## src/rtl/wave_player.sv

```systemverilog
// wave_player: streams sample-RAM words, in address order, into the DAC FIFO and hides the RAM's one-cycle read latency.
// Define WAVE_PLAYER_LOOP_EN to honour the loop port (continuous wrap); otherwise every run is one-shot.
module wave_player #(
   parameter int ADDR_SIZE = 8,
   parameter int DATA_W    = 14
) (
   input  logic                 clk,
   input  logic                 rst,
   input  logic                 enable,
   input  logic                 loop,
   input  logic [ADDR_SIZE:0]   num_samples,
   output logic [ADDR_SIZE-1:0] mem_addr,
   input  logic [DATA_W-1:0]    mem_dout,
   output logic [DATA_W-1:0]    fifo_din,
   output logic                 fifo_wr_en,
   input  logic                 fifo_almost_full,
   input  logic                 fifo_full,
   output logic                 busy,
   output logic                 done
);
   typedef enum logic [1:0] {IDLE = 2'd0, RUN = 2'd1, DRAIN = 2'd2} state_e;

   localparam logic [ADDR_SIZE:0] PTR_ONE = {{ADDR_SIZE{1'b0}}, 1'b1};

   state_e              state_q, state_d;
   logic [ADDR_SIZE:0]  n_lat_q, n_lat_d;
   logic [ADDR_SIZE:0]  rd_ptr_q, rd_ptr_d;
   logic                inflight_q, inflight_d;
   logic                skid_valid_q, skid_valid_d;
   logic [DATA_W-1:0]   skid_data_q, skid_data_d;
   logic                out_valid_q, out_valid_d;
   logic [DATA_W-1:0]   out_data_q, out_data_d;
   logic                oneshot_q, oneshot_d;
   logic                done_q, done_d;
   logic                retire, issue, last_issue, drain_empty;

`ifndef WAVE_PLAYER_LOOP_EN
   logic unused_loop;
   assign unused_loop = loop;
`endif

   always_ff @(posedge clk) begin
      if (rst) begin
         state_q      <= IDLE;
         n_lat_q      <= '0;
         rd_ptr_q     <= '0;
         inflight_q   <= 1'b0;
         skid_valid_q <= 1'b0;
         skid_data_q  <= '0;
         out_valid_q  <= 1'b0;
         out_data_q   <= '0;
         oneshot_q    <= 1'b0;
         done_q       <= 1'b0;
      end else begin
         state_q      <= state_d;
         n_lat_q      <= n_lat_d;
         rd_ptr_q     <= rd_ptr_d;
         inflight_q   <= inflight_d;
         skid_valid_q <= skid_valid_d;
         skid_data_q  <= skid_data_d;
         out_valid_q  <= out_valid_d;
         out_data_q   <= out_data_d;
         oneshot_q    <= oneshot_d;
         done_q       <= done_d;
      end
   end

   assign retire = out_valid_q & ~fifo_full;

   // Output stage refills from skid first so FIFO order always matches read order.
   always_comb begin
      out_valid_d  = out_valid_q;
      out_data_d   = out_data_q;
      skid_valid_d = skid_valid_q;
      skid_data_d  = skid_data_q;
      if (retire || !out_valid_q) begin
         if (skid_valid_q) begin
            out_valid_d  = 1'b1;
            out_data_d   = skid_data_q;
            skid_valid_d = inflight_q;
            if (inflight_q) skid_data_d = mem_dout;
         end else if (inflight_q) begin
            out_valid_d = 1'b1;
            out_data_d  = mem_dout;
         end else begin
            out_valid_d = 1'b0;
         end
      end else if (inflight_q) begin
         skid_valid_d = 1'b1;
         skid_data_d  = mem_dout;
      end
   end

   // Issue only while next cycle's skid is free, so out+skid can always absorb the in-flight word.
   always_comb begin
      issue       = (state_q == RUN) & enable & ~fifo_almost_full & ~skid_valid_d;
      last_issue  = issue & (rd_ptr_q == n_lat_q - PTR_ONE);
      drain_empty = ~inflight_q & ~skid_valid_q & (~out_valid_q | retire);
      fifo_wr_en  = retire;
      fifo_din    = out_data_q;
      mem_addr    = rd_ptr_q[ADDR_SIZE-1:0];
      busy        = (state_q != IDLE);
      done        = done_q;
   end

   always_comb begin
      state_d    = state_q;
      n_lat_d    = n_lat_q;
      rd_ptr_d   = rd_ptr_q;
      oneshot_d  = oneshot_q;
      done_d     = 1'b0;
      inflight_d = issue;
      case (state_q)
         IDLE: begin
            if (enable && num_samples != '0) begin
               n_lat_d   = num_samples;
               rd_ptr_d  = '0;
               oneshot_d = 1'b0;
               state_d   = RUN;
            end
         end
         RUN: begin
            if (issue) rd_ptr_d = rd_ptr_q + PTR_ONE;
            if (!enable) begin
               state_d = DRAIN;
            end else if (last_issue) begin
`ifdef WAVE_PLAYER_LOOP_EN
               if (loop) begin
                  rd_ptr_d = '0;
               end else begin
                  state_d   = DRAIN;
                  oneshot_d = 1'b1;
               end
`else
               state_d   = DRAIN;
               oneshot_d = 1'b1;
`endif
            end
         end
         DRAIN: begin
            if (drain_empty) begin
               state_d = IDLE;
               done_d  = oneshot_q;
            end
         end
         default: state_d = IDLE;
      endcase
   end
endmodule

```

## config.mk

```make
export PLATFORM = sky130hd
export DESIGN_NAME = wave_player
export DESIGN_NICKNAME = d
export VERILOG_FILES = /design/src/rtl/wave_player.sv
export SDC_FILE = /design/constraint.sdc
export NUM_CORES = 1
export LEC_CHECK = 0
export BUFFER_PORTS_ARGS = -buffer_cell sky130_fd_sc_hd__buf_2
export CAP_MARGIN = 40
export CORE_MARGIN = 2
export CORE_UTILIZATION = 58
export DETAILED_ROUTE_END_ITERATION = 10
export PLACE_DENSITY_LB_ADDON = 0.12
export SYNTH_ARGS = -nofsm -noshare
export SYNTH_HDL_FRONTEND = slang
export SYNTH_SLANG_ARGS = --single-unit
```

## constraint.sdc

```tcl
create_clock -name clk -period 4.2 [get_ports clk]
set_input_delay 0.42 -clock clk [delete_from_list [all_inputs] [get_ports clk]]
set_output_delay 0.42 -clock clk [all_outputs]
set_load 0.1 [all_outputs]
```

==> qor.yml <==
sta:
  hold_ws_ns: 0.3552
  period_share_pct: 52.69
  rsz0062_at_grt: "no"
  max_slew.worst_pin.slew_ns: 0.8254
  fin_setup_tns_ns: 0
  period_minus_slack_ns: 2.213
  fin_skew_ns: 0.009149
  hold_viol_final: 0
  max_freq_ghz: 0.4519
  final_max_slew_viol_count: 0
  finalSetupViolCount: 0
  setup_slack_ns: 1.987
  slew_headroom_pct: 44.97
synthesis:
  synth_area_um2: 2489
  synth_top_family_by_area: "simple AND/OR/NAND/NOR gates"
  syn_nets: 321
  syn_avg_cell_area_um2: 8.582
  async_flop_share_pct: 0
  yosys_warnings: 0
  synth-main-ff-cell: "dfxtp_1"
  synth_xor_area_share_pct: 5.279
  synth-compound-area-share_pct: 15.43
  synth.distinct_cells: 43
  synthCells: 290
  yosys.area_share.simple_pct: 21.52
  synth_mux_area_share_pct: 8.446
  ys_ff_latch: 53
  synth_fa_ha_area_share_pct: 1.006
  synth-edff-count: 0
  yosysSeqAreaShare_pct: 42.63
placed_design:
  hpwlAfterDp_um: 3628
  dp_slack_ns: 2.010
  gp_congestion: 0.8189
  port_buffers: 52
  place_inst: 373
drt:
  drtIter0Drc: 147
  drt-met1-wl_um: 2603
  drt_first_pass_iters: 4
  wl_met3_um: 195
  wl_per_cell_um: 12.95
  num_vias: 2032
  dr.max_layer_used: "met4"
  viasPerCell: 5.333
  drcViolationCount: 0
  drt-total-wl_um: 4935
  wl_met2_um: 2079
  drtAntennaViolNets: 0
die:
  fp.dieW_um: 69.51
  io_pins: 54
  die_area_um2: 4831
  initial_core_util_pct: 61.33
  row_count: 23
  fp.dieH_um: 69.51
  coreArea_um2: 4058
clock_tree:
  post-cts-setup-buffers: 0
  htreeDepth: 2
  clock_path_buffers: 2
  cts-root-buf: "clkbuf_8"
  clock-sinks: 53
  clock_latency_ns: 0.30
  post_cts_resized: 0
  postCtsHoldBufs: 0
  cts_tree: "built"
  numCtsBuffers: 5
  clk_pin_slew_worst_paths_ns: 0.09
grt:
  grt_pass1_wl_um: 8197
  antenna_found_initial: 0
  grt-ovfl-total: 0
  grt_usage_pct: 20.81
  grt_max_degree: 45
  first_global_vias: 1797
final_layout:
  seq_area_um2: 1061
  drive_gt1_share_pct: 20.85
  syn_to_final_growth_pct: 13.47
  multi_input_area_um2: 1289
  nNetsFinal: 361
  stdcell_count: 381
  fillers: 349
  antenna_cells: 0
setup_path:
  worstPathCellList: "inv_1, ha_1, or3b_1, or3_1, a22oi_2, o2111ai_1, a211oi_2"
  cp_max_fo: 5
  critPathArrivalTime_ns: 2.44
  cp_top_family: "simple AND/OR/NAND/NOR gates"
  slowest_delay_ns: 0.41
  cp.required_ns: 4.43
  cp_num_buf_inv: 1
  end_kind: "flop"
  worst_path_max_delay_cell: "or3b_1"
  cp-start-kind: "flop"
  criticalPathCategory: "flop to flop"
pwr:
  vdd_drop_max_v: 0.0003212
  p_leak_nw: 1.079
  p_total_uw: 948.6
  power.density_nw_per_um2: 335.9
hold_path:
  holdCritPathClass: "primary input to flop"
status:
  status: "completed"
flow_run:
  max_cap_viol_count: 0
cells in the final DEF (no fill, tap or decap), types with 2 or more instances in the layout:
cell       netlist  final
dfxtp_1         53     53
buf_2            2     52
nor2_1          44     43
nand2_1         34     34
a21oi_1         22     22
mux2i_1         21     21
a211oi_1        14     14
xnor2_1         10     10
nor3_1           7      7
inv_1            6      6
xor2_1           5      5
clkbuf_8         0      5
o2111ai_1        4      4
nand4_1          3      3
o21ai_0          3      3
or3_1            3      3
nand2b_1         3      3
nand3_1          3      3
o21ai_1          3      3
or2_1            2      2
nor2b_1          2      2
and2_1           2      2
and3b_1          2      2
or4_1            2      2
and4_1           2      2
ha_1             2      2
clkbuf_1        12      2
buf_4            8      2
buf_8            0      2
path summary, 6_finish.rpt:
kind | depth (start not counted) | slack (ns) | to | start
min | 3 | 0.36 | skid_data_q[10] | mem_dout[10]
max reg2reg | 7 | 1.99 | state_q[1] | n_lat_q[0]
min reg2reg | 2 | 0.46 | skid_data_q[0] | skid_data_q[0]
max | 7 | 1.99 | state_q[1] | n_lat_q[0]
sequential cells by signal, indices dropped and copies added, names as in the netlist:
name / cells
fifo_din: 14
skid_data_q: 14
n_lat_q: 9
rd_ptr_q: 9
state_q: 2
done: 1
inflight_q: 1
oneshot_q: 1
out_valid_q: 1
skid_valid_q: 1
cells in the mapped netlist (2+ instances only):
cell | number | area share (%)
and2_1 | 2 | 0.50
buf_4 | 8 | 2.4
a21oi_1 | 22 | 4.4
clkbuf_1 | 12 | 1.8
or4_1 | 2 | 0.60
nor2b_1 | 2 | 0.50
a211oi_1 | 14 | 4.2
or2_1 | 2 | 0.50
and4_1 | 2 | 0.70
nand4_1 | 3 | 0.75
nor2_1 | 44 | 6.6
ha_1 | 2 | 1.0
nand2_1 | 34 | 5.1
mux2i_1 | 21 | 8.4
o21ai_0 | 3 | 0.60
xor2_1 | 5 | 1.8
nor3_1 | 7 | 1.4
or3_1 | 3 | 0.75
buf_2 | 2 | 0.40
o2111ai_1 | 4 | 1.4
o21ai_1 | 3 | 0.60
nand2b_1 | 3 | 0.75
nand3_1 | 3 | 0.60
inv_1 | 6 | 0.90
xnor2_1 | 10 | 3.5
dfxtp_1 | 53 | 43
and3b_1 | 2 | 0.70
cells by family (layout without fill, tap and decap cells):
logic type	count (synthesis)	in the layout
adder cells (fa/ha/maj)	2	2
flip-flops	53	53
AO/OA/AOI/OAI	55	55
multiplexers	21	21
AND/OR/NAND/NOR	115	115
XOR/XNOR	15	15
buffers and inverters	29	70
worst reg2reg max path, stage by stage, from the launching register on:
cell and delay (ns):
dfxtp_1 0.36, inv_1 0.09, ha_1 0.25, or3b_1 0.41
or3_1 0.37, a22oi_2 0.23, o2111ai_1 0.19, a211oi_2 0.24
final cells by class:
type	instances	area share, %
multi-input combinational	208	45.64
sequential	53	37.57
timing repair buffer	56	10.81
clock buffer	7	2.703
tap	50	2.215
inverter	6	0.7975
clock inverter	1	0.2658
per-layer routing:
metal  global-route usage [%]  vias to the layer above
met4                    6.536                        0
li1                         -                     1080
met1                    30.00                      903
met5                        0                        -
met3                    3.924                        5
met2                    31.52                       44
report_power, final:
part	internal [mW]	leakage, nW	switching [mW]	total (mW)
Sequential	0.513	0.429	0.0118	0.525
Clock	0.118	0.0385	0.162	0.280
Combinational	0.0518	0.611	0.0917	0.143
stage by stage:
| step | instance area, µm² | utilization (%) |
|---|---|---|
| 2_1_floorplan | 2489 | - |
| 4_1_cts | 2824 | 69.60 |
| 6_report | 2824 | 69.60 |
| 3_3_place_gp | 2703 | 66.61 |
| 3_5_place_dp | 2740 | 67.53 |
| 5_1_grt | 2824 | 69.60 |
(Power assumes the default switching activity.)
